==> src/rtl/combi_isa_tracker_if.sv <==
// Decode-side bus of the ISA tracker.
//   master : the pipeline, which drives the instruction and control and reads the ISA steering.
//   slave  : the tracker itself.
// Signals:
//   instrD, instrValidD, stallD, flushD    Decode instruction and its qualifiers
//   forceModeE, forceArmE                  explicit mode change requested by Execute
//   trapAck                                clears the sticky trap
//   armD, ambiguousD, illegalD, modeSwitchD, trapD   tracker results
interface combi_isa_tracker_if;
  logic [31:0] instrD;
  logic        instrValidD;
  logic        stallD;
  logic        flushD;
  logic        forceModeE;
  logic        forceArmE;
  logic        trapAck;
  logic        armD;
  logic        ambiguousD;
  logic        illegalD;
  logic        modeSwitchD;
  logic        trapD;

  modport master (
    output instrD, instrValidD, stallD, flushD, forceModeE, forceArmE, trapAck,
    input  armD, ambiguousD, illegalD, modeSwitchD, trapD
  );

  modport slave (
    input  instrD, instrValidD, stallD, flushD, forceModeE, forceArmE, trapAck,
    output armD, ambiguousD, illegalD, modeSwitchD, trapD
  );
endinterface

==> src/rtl/combi_isa_tracker.sv <==
// Registered ARM / RISC-V mode tracker for the Decode stage.
// Each accepted instruction is classed as legal in both ISAs, in the current ISA only,
// in the other ISA only, or in neither. The mode flips after SWITCH_THRESH consecutive
// other-ISA-only words. Execute can force the mode directly. ILL_LIMIT consecutive
// illegal words raise a sticky trap, which is cleared by trapAck.
// Ports:
//   clk    clock
//   reset  asynchronous, active-high
//   bus    combi_isa_tracker_if.slave (see the interface for the signal list)
module combi_isa_tracker #(
  parameter bit RESET_ARM     = 1'b0,
  parameter int CONF_W        = 2,
  parameter int SWITCH_THRESH = 2,
  parameter int ILL_W         = 2,
  parameter int ILL_LIMIT     = 3
) (
  input  logic                clk,
  input  logic                reset,
  combi_isa_tracker_if.slave  bus
);

  logic              modeQ, mode_d;
  logic [CONF_W-1:0] confQ, conf_d;
  logic [ILL_W-1:0]  illQ,  ill_d;
  logic              trapQ, trap_d;

  logic rv_legal, arm_legal;
  logic accept, acc;
  logic cls_ill, cls_other;
  logic conf_hit, ill_at_max, trap_set, switch_now;

  // RISC-V legality: whitelisted opcodes; OP and OP-IMM also need a whitelisted funct3.
  always_comb begin
    rv_legal = 1'b0;
    unique case (bus.instrD[6:0])
      7'b0000011, 7'b0100011, 7'b1100011, 7'b1101111: rv_legal = 1'b1;
      7'b0110011, 7'b0010011:
        rv_legal = bus.instrD[14:12] inside {3'b000, 3'b010, 3'b110, 3'b111};
      default: rv_legal = 1'b0;
    endcase
  end

  // ARM legality: class 11 is never legal; class 00 only for the supported data-processing opcodes.
  always_comb begin
    arm_legal = 1'b1;
    if (bus.instrD[27:26] == 2'b11)
      arm_legal = 1'b0;
    else if (bus.instrD[27:26] == 2'b00)
      arm_legal = bus.instrD[24:21] inside {4'b0100, 4'b0010, 4'b0000, 4'b1100};
  end

  assign accept = bus.instrValidD & ~bus.stallD & ~bus.flushD;
  // A force overrides the class of the instruction, so classification only counts without one.
  assign acc    = accept & ~bus.forceModeE;

  assign cls_ill   = ~rv_legal & ~arm_legal;
  assign cls_other = modeQ ? (rv_legal & ~arm_legal) : (arm_legal & ~rv_legal);

  // confQ+1 >= SWITCH_THRESH rewritten as a compare so the counter never has to overflow.
  assign conf_hit   = (confQ >= CONF_W'(SWITCH_THRESH - 1));
  assign ill_at_max = &illQ;

  // Next-state logic
  always_comb begin
    mode_d     = modeQ;
    conf_d     = confQ;
    ill_d      = illQ;
    trap_set   = 1'b0;
    switch_now = 1'b0;
    if (bus.forceModeE) begin
      mode_d = bus.forceArmE;
      conf_d = '0;
      ill_d  = '0;
    end else if (accept) begin
      if (cls_ill) begin
        // Saturating count; the trap fires only at the increment that lands on ILL_LIMIT.
        if (!ill_at_max) begin
          ill_d    = illQ + 1'b1;
          trap_set = (illQ == ILL_W'(ILL_LIMIT - 1));
        end
      end else if (cls_other && conf_hit) begin
        mode_d     = ~modeQ;
        conf_d     = '0;
        ill_d      = '0;
        switch_now = 1'b1;
      end else if (cls_other) begin
        conf_d = confQ + 1'b1;
        ill_d  = '0;
      end else begin
        conf_d = '0;
        ill_d  = '0;
      end
    end
    if (bus.trapAck && !trap_set)
      ill_d = '0;
  end

  // A new trap takes precedence over an acknowledge in the same cycle.
  assign trap_d = trap_set | (trapQ & ~bus.trapAck);

  // State register
  always_ff @(posedge clk or posedge reset) begin
    if (reset) begin
      modeQ <= RESET_ARM;
      confQ <= '0;
      illQ  <= '0;
      trapQ <= 1'b0;
    end else begin
      modeQ <= mode_d;
      confQ <= conf_d;
      illQ  <= ill_d;
      trapQ <= trap_d;
    end
  end

  // Outputs. On a switch the instruction already decodes in the new ISA this cycle.
  always_comb begin
    bus.armD        = modeQ;
    bus.modeSwitchD = 1'b0;
    if (bus.forceModeE) begin
      bus.armD        = bus.forceArmE;
      bus.modeSwitchD = bus.forceArmE ^ modeQ;
    end else if (switch_now) begin
      bus.armD        = ~modeQ;
      bus.modeSwitchD = 1'b1;
    end
    bus.ambiguousD = acc & rv_legal & arm_legal;
    bus.illegalD   = acc & cls_ill;
    bus.trapD      = trapQ;
  end

endmodule

==> src/flat_wrapper.sv <==
// flat-port wrapper written by rule: the top's interface ports become plain ports
module combi_isa_tracker_flat 
#(
  parameter bit RESET_ARM     = 1'b0,
  parameter int CONF_W        = 2,
  parameter int SWITCH_THRESH = 2,
  parameter int ILL_W         = 2,
  parameter int ILL_LIMIT     = 3
)
  (clk, reset, bus_instrD, bus_instrValidD, bus_stallD, bus_flushD, bus_forceModeE, bus_forceArmE, bus_trapAck, bus_armD, bus_ambiguousD, bus_illegalD, bus_modeSwitchD, bus_trapD);
  combi_isa_tracker_if bus_i ();
  input  logic clk;
  input  logic reset;
  input wire logic [$bits(bus_i.instrD)-1:0] bus_instrD;
  input wire logic [$bits(bus_i.instrValidD)-1:0] bus_instrValidD;
  input wire logic [$bits(bus_i.stallD)-1:0] bus_stallD;
  input wire logic [$bits(bus_i.flushD)-1:0] bus_flushD;
  input wire logic [$bits(bus_i.forceModeE)-1:0] bus_forceModeE;
  input wire logic [$bits(bus_i.forceArmE)-1:0] bus_forceArmE;
  input wire logic [$bits(bus_i.trapAck)-1:0] bus_trapAck;
  output wire logic [$bits(bus_i.armD)-1:0] bus_armD;
  output wire logic [$bits(bus_i.ambiguousD)-1:0] bus_ambiguousD;
  output wire logic [$bits(bus_i.illegalD)-1:0] bus_illegalD;
  output wire logic [$bits(bus_i.modeSwitchD)-1:0] bus_modeSwitchD;
  output wire logic [$bits(bus_i.trapD)-1:0] bus_trapD;
  assign bus_i.instrD = bus_instrD;
  assign bus_i.instrValidD = bus_instrValidD;
  assign bus_i.stallD = bus_stallD;
  assign bus_i.flushD = bus_flushD;
  assign bus_i.forceModeE = bus_forceModeE;
  assign bus_i.forceArmE = bus_forceArmE;
  assign bus_i.trapAck = bus_trapAck;
  assign bus_armD = bus_i.armD;
  assign bus_ambiguousD = bus_i.ambiguousD;
  assign bus_illegalD = bus_i.illegalD;
  assign bus_modeSwitchD = bus_i.modeSwitchD;
  assign bus_trapD = bus_i.trapD;
  combi_isa_tracker #(.RESET_ARM(RESET_ARM), .CONF_W(CONF_W), .SWITCH_THRESH(SWITCH_THRESH), .ILL_W(ILL_W), .ILL_LIMIT(ILL_LIMIT)) u_core (.clk(clk), .reset(reset), .bus(bus_i));
endmodule
==> config.mk <==
export PLATFORM = sky130hd
export DESIGN_NAME = combi_isa_tracker_flat
export DESIGN_NICKNAME = d
export VERILOG_FILES = /design/src/rtl/combi_isa_tracker_if.sv /design/src/rtl/combi_isa_tracker.sv /design/src/flat_wrapper.sv
export SDC_FILE = /design/constraint.sdc
export NUM_CORES = 1
export LEC_CHECK = 0
export BUFFER_PORTS_ARGS = -buffer_cell sky130_fd_sc_hd__buf_2
export CAP_MARGIN = 20
export CELL_PAD_IN_SITES_DETAIL_PLACEMENT = 1
export CELL_PAD_IN_SITES_GLOBAL_PLACEMENT = 1
export CORE_MARGIN = 3
export CORE_UTILIZATION = 26
export CTS_BUF_LIST = sky130_fd_sc_hd__clkbuf_8 sky130_fd_sc_hd__clkbuf_16
export CTS_CLUSTER_SIZE = 14
export DETAILED_ROUTE_END_ITERATION = 6
export PLACE_DENSITY_LB_ADDON = 0.1
export SKIP_CTS_REPAIR_TIMING = 1
export SLEW_MARGIN = 5
export SYNTH_ARGS = -nofsm -noshare
export SYNTH_HDL_FRONTEND = slang
export SYNTH_SLANG_ARGS = --single-unit
==> constraint.sdc <==
create_clock -name clk -period 1.6 [get_ports clk]
set_input_delay 0.24 -clock clk [delete_from_list [all_inputs] [get_ports clk]]
set_output_delay 0.24 -clock clk [all_outputs]
set_load 0.02 [all_outputs]
==> summary.log <==
INFO  run_status     run_status=finished with violations
INFO  run_status     violations=negative setup slack
INFO  drt            drt_pass_1_iters=3
INFO  critical_path  timing_worst_setup_path_type=input pin to primary output
INFO  yosys          ys_warn_count=0
INFO  power_and_ir_drop power-per-cell-area=597mW/mm²
INFO  drt            post_drt_wl_per_cell=13.5µm
INFO  power_and_ir_drop internal_power=0.000397W
INFO  yosys          netlist_instances=68
INFO  yosys          synth-async-reset-ratio=100%
INFO  timing         hold-worst-slack=0.284ns
INFO  placed_design  gp_routability_congestion=0.821
INFO  yosys          synthDominantCellAreaShare=24.6%
INFO  placed_design  dp.final_hpwl=1430µm
INFO  critical_path  worst_r2r_startpoint=u_core.illQ[0]$_DFFE_PP0P_
INFO  yosys          post_synth_main_area_contributors=sky130_fd_sc_hd__dfrtp_1, sky130_fd_sc_hd__ha_1, sky130_fd_sc_hd__inv_1
INFO  drt            dr.first_iter.drc_count=5
INFO  power_and_ir_drop combPwrFrac=30.2%
INFO  timing         rsz0062_at_grt=true
INFO  yosys          number_of_synthesized_flops_with_an_enable_pin=0
INFO  drt            drtAntennaViolNets=0
INFO  drt            post_drt_via_cell_ratio=4.97
INFO  yosys          synth_area=609µm²
INFO  final_layout   area.growth.synth_to_final=53.2%
INFO  hold_path      hold_start=bus_trapAck
INFO  critical_path  sort_of_element_at_the_start_of_the_critical_path=input pin
INFO  floorplan      core_area=0.00208mm²
INFO  critical_path  reg2reg_setup_slack=0.20ns
INFO  floorplan      die_height=54.4µm
INFO  hold_path      min_delay_path_depth=2
INFO  drt            route.final.wire_length=1780µm
INFO  hold_path      hold_crit_endpoint=u_core.illQ[0]$_DFFE_PP0P_
INFO  hold_path      hp-class=input pin to flop
INFO  timing         achievable-frequency=0.612GHz
INFO  timing         tightest_pin_transition=0.343ns
INFO  floorplan      fp.dieW=54.4µm
INFO  final_layout   antenna-diode-count=0
INFO  timing         timing.setup.tns=-0.0647ns
INFO  critical_path  worstPathMaxFanout=5
INFO  floorplan      placement_rows=16
INFO  floorplan      die_area=0.00296mm²
INFO  timing         relSlewSlack=77.0%
INFO  global_route   grt_pass1_wl=3050µm
INFO  drt            drcViolationCount=0
INFO  placed_design  buffer_ports.inserted=28
INFO  timing         clock-skew-final=0.000244ns
INFO  critical_path  critical_path_arrival=1.39ns
INFO  yosys          synth_nets=111
INFO  flow_run       timing.max_cap.violations=0
INFO  global_route   globalRouteOverflowTotal=0
INFO  clock_network  clock_tree.buffer_depth=2
INFO  critical_path  worst_r2r_path_depth=6
INFO  yosys          synth_seq_area_share=24.6%
INFO  final_layout   number_of_nets_in_the_final_layout=150
INFO  clock_network  cts.reportedPaths.clkPinSlew=0.04ns
INFO  critical_path  end_kind=primary output
INFO  timing         final_critical_path_setup_slack=-0.0331ns
INFO  critical_path  cp_data_required_time=1.36ns
INFO  global_route   grt_max_degree=11
INFO  clock_network  cts_made_buffers=3
INFO  clock_network  tritoncts_clock_tree=done
INFO  global_route   antenna_found_initial=0
INFO  power_and_ir_drop leakagePower=0.409nW
INFO  power_and_ir_drop power.switching=0.000160W
INFO  yosys          synth_largest_area_cell=sky130_fd_sc_hd__dfrtp_1
INFO  final_layout   drive_above_1_share=52.4%
INFO  clock_network  clk-insertion-delay-late=0.22ns
INFO  clock_network  cts_sink_cnt=6
INFO  timing         final.period_utilization=102%
INFO  yosys          synth_seq_cells=6
INFO  yosys          postSynth.topFlopCell=sky130_fd_sc_hd__dfrtp_1
INFO  drt            via_count=656
INFO  floorplan      initial_cell_density_of_the_core=29.3%
INFO  clock_network  cts_root_buf=sky130_fd_sc_hd__clkbuf_8
INFO  critical_path  regToRegEndpoint=u_core.illQ[0]$_DFFE_PP0P_
INFO  timing         setup_viol=2
INFO  timing         number_of_hold_violations_in_the_final_report=0
INFO  global_route   grt_use_total=14.4%
INFO  power_and_ir_drop vdd.ir_drop.worst=0.295mV
INFO  floorplan      io_pins=45
INFO  power_and_ir_drop net_switching_share_of_the_total_power=28.8%
INFO  critical_path  timing.critical_path.from=bus_instrD[14]
INFO  placed_design  post-place-cells=126
INFO  final_layout   final-instance-count-excl-fill=132
INFO  yosys          synth_area_per_cell=8.96µm²
INFO  clock_network  cts_max_level=1
INFO  power_and_ir_drop pwr-share-seq=28.5%
INFO  yosys          netlist-cell-type-count=34
INFO  power_and_ir_drop clock_power_share=41.3%
INFO  timing         drv_slew=0
INFO  timing         finalWorstPathRequiredPeriod=1.63ns
INFO  global_route   grt_pass1_vias=700
cells by family (layout without fill, tap and decap cells):
kind of cell	after synthesis	in the layout	share of synthesized area, %
and+or+nand+nor	26	26	29.8
AOI/OAI and AO/OA	22	22	30.6
buffers and inverters	9	46	5.75
DFF	6	6	24.6
adders and majority gates	3	3	6.16
xor gates and xnor gates	1	1	1.44
muxes	1	1	1.64
synthesized netlist by cell type, types with 2 or more instances:
cell / count
sky130_fd_sc_hd__ha_1: 3
sky130_fd_sc_hd__o32ai_1: 2
sky130_fd_sc_hd__o211ai_1: 2
sky130_fd_sc_hd__nand2_1: 6
sky130_fd_sc_hd__dfrtp_1: 6
sky130_fd_sc_hd__inv_1: 8
sky130_fd_sc_hd__nand4_1: 2
sky130_fd_sc_hd__nor2_1: 5
sky130_fd_sc_hd__o31ai_1: 3
sky130_fd_sc_hd__a21oi_1: 4
sky130_fd_sc_hd__nor2_4: 2
sky130_fd_sc_hd__nand3_1: 3
power groups by stage:
stage	Clock, W	Sequential, W	Combinational, W
after floorplan	0	0.000160	0.0000821
after global placement	0	0.000161	0.000142
after detailed placement	0	0.000161	0.000146
after CTS	0.000238	0.000159	0.000146
after global routing	0.000250	0.000159	0.000185
final	0.000230	0.000159	0.000168
metrics by stage:
step / setup WS (ns) / total power, W / util [%] / instance area (µm²)
2_1_floorplan: 0.0608 / 0.000242 / - / 609
3_3_place_gp: 0.0177 / 0.000302 / 38.8 / 808
3_5_place_dp: -0.00847 / 0.000307 / 38.8 / 808
4_1_cts: -0.254 / 0.000543 / 40.8 / 850
5_1_grt: -0.104 / 0.000595 / 44.8 / 933
6_report: -0.0331 / 0.000557 / 44.8 / 933
state kept, by name (all words and copies together) (netlist names):
register and count:
u_core.confQ 2, u_core.bus.trapD 1, u_core.illQ 2, u_core.modeQ 1
worst max path at each step:
stage | endpoint | slack [ns] | depth (start not counted)
floorplan | bus_armD | 0.06 | 4
global placement | bus_armD | 0.02 | 6
detailed placement | bus_modeSwitchD | -0.008 | 6
CTS | bus_modeSwitchD | -0.25 | 6
global route | bus_armD | -0.10 | 6
finish | bus_modeSwitchD | -0.03 | 6
worst max-delay path, cell delays in order:
cell and delay [ns]:
sky130_fd_sc_hd__buf_6 0.09, sky130_fd_sc_hd__o211ai_1 0.31, sky130_fd_sc_hd__nand3_4 0.17, sky130_fd_sc_hd__a32oi_4 0.31
sky130_fd_sc_hd__a22oi_2 0.12, sky130_fd_sc_hd__buf_6 0.14
layout make-up:
class | count | area (µm²)
fill | 264 | 1150
inverter | 8 | 30.0
clock buffer | 3 | 41.3
sequential | 6 | 150
tap | 27 | 33.8
multi-input combinational | 53 | 468
timing repair buffer | 35 | 210
cells in the final DEF, fill, tap and decap left out, types with 2 or more instances in the layout:
cell                       synthesis  final
sky130_fd_sc_hd__inv_2             0      2
sky130_fd_sc_hd__ha_1              3      2
sky130_fd_sc_hd__buf_6             0      2
sky130_fd_sc_hd__buf_4             0      7
sky130_fd_sc_hd__clkbuf_8          0      3
sky130_fd_sc_hd__nor2_4            2      2
sky130_fd_sc_hd__nand2_1           6      6
sky130_fd_sc_hd__o31ai_1           3      2
sky130_fd_sc_hd__nand3_1           3      3
sky130_fd_sc_hd__a21oi_1           4      4
sky130_fd_sc_hd__o211ai_1          2      2
sky130_fd_sc_hd__nand4_1           2      2
sky130_fd_sc_hd__nor2_1            5      5
sky130_fd_sc_hd__dfrtp_1           6      6
sky130_fd_sc_hd__o32ai_1           2      2
sky130_fd_sc_hd__inv_1             8      6
sky130_fd_sc_hd__buf_2             1     25
per-layer routing:
layer | routed length (µm) | share of wire (%) | vias up | track usage [%]
met1 | 798 | 45 | 307 | 17.4
met3 | 74 | 4.1 | 2 | 3.27
met2 | 899 | 50 | 14 | 24.1
li1 | - | - | 333 | -
met5 | 0 | 0 | - | 0
met4 | 12 | 0.67 | 0 | 6.22
Note: power is estimated with default switching activity, not from simulation.
